===== config.mk =====
export PLATFORM = sky130hd
export DESIGN_NAME = native2axil
export DESIGN_NICKNAME = d
export VERILOG_FILES = /design/src/rtl/native2axil.sv
export SDC_FILE = /design/constraint.sdc
export NUM_CORES = 1
export LEC_CHECK = 0
export CAP_MARGIN = 20
export CORE_ASPECT_RATIO = 0.75
export CORE_MARGIN = 1.5
export CORE_UTILIZATION = 29
export CTS_CLUSTER_DIAMETER = 100
export DETAILED_ROUTE_END_ITERATION = 7
export SLEW_MARGIN = 40
export SYNTH_ARGS = -nofsm -noshare
export SYNTH_HDL_FRONTEND = slang
export SYNTH_SLANG_ARGS = --single-unit

===== constraint.sdc =====
create_clock -name AXI_ACLK -period 7.1 [get_ports AXI_ACLK]
set_input_delay 1.42 -clock AXI_ACLK [delete_from_list [all_inputs] [get_ports AXI_ACLK]]
set_output_delay 1.42 -clock AXI_ACLK [all_outputs]
set_load 0.1 [all_outputs]

===== src/rtl/native2axil.sv =====
// Native single-strobe request port to AXI4-Lite master bridge, one outstanding transaction.
// Optional macro NATIVE2AXIL_RESP_CHECK_EN enables ERR reporting of non-OKAY responses.
module native2axil #(
   parameter int unsigned DATA_WIDTH = 32,
   parameter int unsigned ADDR_WIDTH = 32
) (
   input  logic                      AXI_ACLK,
   input  logic                      AXI_ARESET,
   input  logic                      WEN,
   input  logic [ADDR_WIDTH-1:0]     WADDR,
   input  logic [DATA_WIDTH-1:0]     WDATA,
   output logic                      WACK,
   input  logic                      REN,
   input  logic [ADDR_WIDTH-1:0]     RADDR,
   output logic [DATA_WIDTH-1:0]     RDATA,
   output logic                      RVALID,
   output logic                      BUSY,
   output logic                      ERR,
   output logic [ADDR_WIDTH-1:0]     AXI_AWADDR,
   output logic [2:0]                AXI_AWPROT,
   output logic                      AXI_AWVALID,
   input  logic                      AXI_AWREADY,
   output logic [DATA_WIDTH-1:0]     AXI_WDATA,
   output logic [DATA_WIDTH/8-1:0]   AXI_WSTRB,
   output logic                      AXI_WVALID,
   input  logic                      AXI_WREADY,
   input  logic [1:0]                AXI_BRESP,
   input  logic                      AXI_BVALID,
   output logic                      AXI_BREADY,
   output logic [ADDR_WIDTH-1:0]     AXI_ARADDR,
   output logic [2:0]                AXI_ARPROT,
   output logic                      AXI_ARVALID,
   input  logic                      AXI_ARREADY,
   input  logic [DATA_WIDTH-1:0]     AXI_RDATA,
   input  logic [1:0]                AXI_RRESP,
   input  logic                      AXI_RVALID,
   output logic                      AXI_RREADY
);

   typedef enum logic [2:0] {StIdle, StWrite, StWriteResp, StRead, StReadResp} state_e;

   state_e                state_q, state_d;
   logic [ADDR_WIDTH-1:0] awaddr_q, awaddr_d, araddr_q, araddr_d;
   logic [DATA_WIDTH-1:0] wdata_q, wdata_d, rdata_q, rdata_d;
   logic awvalid_q, awvalid_d, wvalid_q, wvalid_d, bready_q, bready_d;
   logic arvalid_q, arvalid_d, rready_q, rready_d;
   logic wack_q, wack_d, rvalid_q, rvalid_d, busy_q, busy_d, err_q, err_d;

`ifndef NATIVE2AXIL_RESP_CHECK_EN
   logic unused_resp;
   assign unused_resp = ^{AXI_BRESP, AXI_RRESP};
`endif

   always_comb begin
      state_d   = state_q;
      awaddr_d  = awaddr_q;
      araddr_d  = araddr_q;
      wdata_d   = wdata_q;
      rdata_d   = rdata_q;
      awvalid_d = awvalid_q;
      wvalid_d  = wvalid_q;
      bready_d  = bready_q;
      arvalid_d = arvalid_q;
      rready_d  = rready_q;
      wack_d    = 1'b0;
      rvalid_d  = 1'b0;
      err_d     = err_q;
      unique case (state_q)
         StIdle: begin
            // Write wins when both strobes arrive together; the read is dropped.
            if (WEN) begin
               awaddr_d  = WADDR;
               wdata_d   = WDATA;
               awvalid_d = 1'b1;
               wvalid_d  = 1'b1;
               state_d   = StWrite;
`ifdef NATIVE2AXIL_RESP_CHECK_EN
               err_d     = 1'b0;
`endif
            end else if (REN) begin
               araddr_d  = RADDR;
               arvalid_d = 1'b1;
               state_d   = StRead;
`ifdef NATIVE2AXIL_RESP_CHECK_EN
               err_d     = 1'b0;
`endif
            end
         end
         StWrite: begin
            if (AXI_AWREADY) awvalid_d = 1'b0;
            if (AXI_WREADY)  wvalid_d  = 1'b0;
            if (!awvalid_d && !wvalid_d) begin
               bready_d = 1'b1;
               state_d  = StWriteResp;
            end
         end
         StWriteResp: begin
            if (AXI_BVALID && bready_q) begin
               bready_d = 1'b0;
               wack_d   = 1'b1;
               state_d  = StIdle;
`ifdef NATIVE2AXIL_RESP_CHECK_EN
               err_d    = (AXI_BRESP != 2'b00);
`endif
            end
         end
         StRead: begin
            if (AXI_ARREADY) begin
               arvalid_d = 1'b0;
               rready_d  = 1'b1;
               state_d   = StReadResp;
            end
         end
         StReadResp: begin
            if (AXI_RVALID && rready_q) begin
               rdata_d  = AXI_RDATA;
               rready_d = 1'b0;
               rvalid_d = 1'b1;
               state_d  = StIdle;
`ifdef NATIVE2AXIL_RESP_CHECK_EN
               err_d    = (AXI_RRESP != 2'b00);
`endif
            end
         end
         default: state_d = StIdle;
      endcase
      busy_d = (state_d != StIdle);
   end

   always_ff @(posedge AXI_ACLK or posedge AXI_ARESET) begin
      if (AXI_ARESET) begin
         state_q   <= StIdle;
         awaddr_q  <= '0;
         araddr_q  <= '0;
         wdata_q   <= '0;
         rdata_q   <= '0;
         awvalid_q <= 1'b0;
         wvalid_q  <= 1'b0;
         bready_q  <= 1'b0;
         arvalid_q <= 1'b0;
         rready_q  <= 1'b0;
         wack_q    <= 1'b0;
         rvalid_q  <= 1'b0;
         busy_q    <= 1'b0;
         err_q     <= 1'b0;
      end else begin
         state_q   <= state_d;
         awaddr_q  <= awaddr_d;
         araddr_q  <= araddr_d;
         wdata_q   <= wdata_d;
         rdata_q   <= rdata_d;
         awvalid_q <= awvalid_d;
         wvalid_q  <= wvalid_d;
         bready_q  <= bready_d;
         arvalid_q <= arvalid_d;
         rready_q  <= rready_d;
         wack_q    <= wack_d;
         rvalid_q  <= rvalid_d;
         busy_q    <= busy_d;
         err_q     <= err_d;
      end
   end

   assign WACK        = wack_q;
   assign RVALID      = rvalid_q;
   assign RDATA       = rdata_q;
   assign BUSY        = busy_q;
   assign ERR         = err_q;
   assign AXI_AWADDR  = awaddr_q;
   assign AXI_AWPROT  = 3'b000;
   assign AXI_AWVALID = awvalid_q;
   assign AXI_WDATA   = wdata_q;
   assign AXI_WSTRB   = '1;
   assign AXI_WVALID  = wvalid_q;
   assign AXI_BREADY  = bready_q;
   assign AXI_ARADDR  = araddr_q;
   assign AXI_ARPROT  = 3'b000;
   assign AXI_ARVALID = arvalid_q;
   assign AXI_RREADY  = rready_q;

endmodule


==> results.yml <==
floorplanning:
  die_w_um: 160.0
  ios: 288
  num_rows: 42
  die_area_um2: 19320
  core-area_um2: 17870
  die_h_um: 120.8
  start_util: 0.3001
clocking:
  cts.sinks: 139
  insertion_delay_ns: 0.41
  h-tree-depth: 4
  root_buffer: "clkbuf_16"
  cts-resized-gates: 0
  post_cts_buffers: 0
  cts_max_path_buffers: 2
  numCtsBuffers: 17
  cts_tree: "built"
  cts.clk_slew.worst_paths_ns: 0.06
  cts-hold-fix-buffers: 0
synth:
  synthTopCellsByCount: "139 x dfrtp_1, 109 x mux2_2, 19 x mux2_1, 14 x buf_4, 12 x nand2_1"
  netlist_area_um2: 5363
  synth_most_common_cell: "dfrtp_1"
  ys_ff_latch: 139
  ys_warn_count: 0
  synthArstFlopShare: 1.000
  synth_ff_type: "dfrtp_1"
  ys_types: 26
  synth_enable_flop_cells: 0
  syn_area_per_cell_um2: 15.96
  synth_cells: 336
  synth_top_area_frac: 0.6486
  yosysTopAreaCell: "dfrtp_1"
  synth-seq-area-share: 0.6486
  ys_top_cells_by_area: "dfrtp_1 65%, mux2_2 23%, mux2_1 4.0%"
drt:
  drtPass1Iterations: 5
  vias: 3718
  remaining_drc_errors: 0
  drt_iter0_markers: 128
  routedWlPerCell_um: 15.47
  wirelength_mm: 13.46
  vias_per_cell: 4.274
  ant_nets: 0
critical_path:
  critical_path_class: "in2reg"
  slowest_stage: "clkdlybuf4s50_1"
  cp-start-kind: "input pin"
  r2r_cells: 5
  path_delay_family: "buffers and inverters"
  endpoint_kind: "register"
  path_buf_inv: 2
  cp_data_arrival_time_ns: 3.20
  cp_cell_sequence: "clkdlybuf4s50_1 -> nand2_2 -> nor2_8 -> buf_12 -> mux2_2"
  path_max_fanout: 36
  cp_num_cells: 5
  worstPathRequired_ns: 7.39
  critPathMaxStageDelay_ns: 0.56
timing:
  drv_slew: 0
  relSlewSlack: 0.5519
  setup-tns-final_ns: 0
  hold_violations: 0
  finalCriticalPeriod_ns: 2.907
  period_share: 0.4094
  rsz0062_at_grt: "no"
  setup_viol: 0
  clock_skew_ns: 0.005569
  fmax_mhz: 344.0
  tightestPinTransition_ns: 0.6722
status:
  status: "completed"
final_layout:
  drive_above_1_share: 0.4506
  fin_nets: 756
  diodes: 0
  syn_to_final_growth_pct: 53.87
  fill_cells: 1643
placed_design:
  io_buffer_count: 272
  place.gp.congestion: 0.7691
  hpwl_mm: 9.868
global_route:
  grt_pass1_vias: 4003
  grtUsageTotal: 0.1431
  grt_pass1_wl_mm: 21.42
  overflow: 0
  antenna_found_initial: 0
  grt_max_degree: 101
worst_hold_path:
  min_path_cells: 1
  hold_class: "reg2reg"
flow_run:
  maxCapViolCount: 0
layout make-up:
| cell class | count | area [µm²] | area share |
|---|---|---|---|
| inverters | 2 | 15.01 | 0.001820 |
| well taps | 242 | 302.8 | 0.03669 |
| repair buffers | 275 | 2077 | 0.2517 |
| flip-flops and latches | 139 | 3478 | 0.4215 |
| clock buffers | 22 | 464.2 | 0.05625 |
| multi-input cells | 180 | 1725 | 0.2091 |
| clock inverters | 10 | 188.9 | 0.02290 |
final timing paths:
kind                                start             end  slack (ns)
max                                   WEN    AXI_WDATA[0]        4.19
min                        AXI_AWADDR[27]  AXI_AWADDR[27]        0.48
max reg2reg                    state_q[2]    AXI_WDATA[0]        5.05
min reg2reg                AXI_AWADDR[27]  AXI_AWADDR[27]        0.48
max in group asynchronous      AXI_ARESET   AXI_WDATA[27]        4.58
min in group asynchronous      AXI_ARESET       RDATA[18]        1.53
state kept, by name (all words and copies together), names as in the netlist, 3 cells and up:
name,count
AXI_ARADDR,32
AXI_AWADDR,32
AXI_WDATA,32
RDATA,32
state_q,3
kinds of logic (layout without fill, tap and decap cells):
group	after synthesis	after routing	share of synthesized area
muxes	128	128	0.2688
DFF	139	139	0.6486
AOI/OAI and AO/OA	9	9	0.01027
and+or+nand+nor	32	32	0.03360
other	2	11	0.001400
buffers and inverters	26	309	0.03733
cell usage in the layout (no fill, tap or decap), types with 2 or more instances in the layout:
master,count
clkbuf_1,3
mux2_1,19
nand2b_1,2
clkdlybuf4s50_1,136
nand3_1,5
clkbuf_8,2
clkbuf_16,17
buf_4,2
a21oi_1,3
dfrtp_1,139
nor2_1,3
conb_1,11
clkinv_4,3
bufinv_16,5
nand2_1,12
o21ai_0,3
mux2_2,109
nor2b_1,2
buf_2,136
layer usage:
layer | wire [µm] | vias up | share of wire | GRT usage
met5 | 0 | - | 0 | 0
met4 | 196 | 0 | 0.015 | 0.05491
met3 | 1282 | 16 | 0.095 | 0.06449
met2 | 6574 | 175 | 0.49 | 0.2367
met1 | 5406 | 1816 | 0.40 | 0.1627
li1 | - | 1711 | - | -
stage by stage:
step / hold slack (ns) / util / cells / setup slack, ns / area (µm²)
after floorplan: 0.5726 / - / 345 / 1.955 / 5396
after global placement: 0.4679 / 0.4617 / 837 / 3.624 / 8249
after detailed placement: 0.4660 / 0.4249 / 838 / 3.586 / 7591
after CTS: 0.4825 / 0.4614 / 870 / 4.052 / 8244
after global routing: 0.5024 / 0.4618 / 870 / 4.099 / 8252
final: 0.4808 / 0.4618 / 870 / 4.193 / 8252
Power is left out: the tool's default activity adds up to more than one toggle a clock period on the data nets, which glitch-free logic cannot reach.
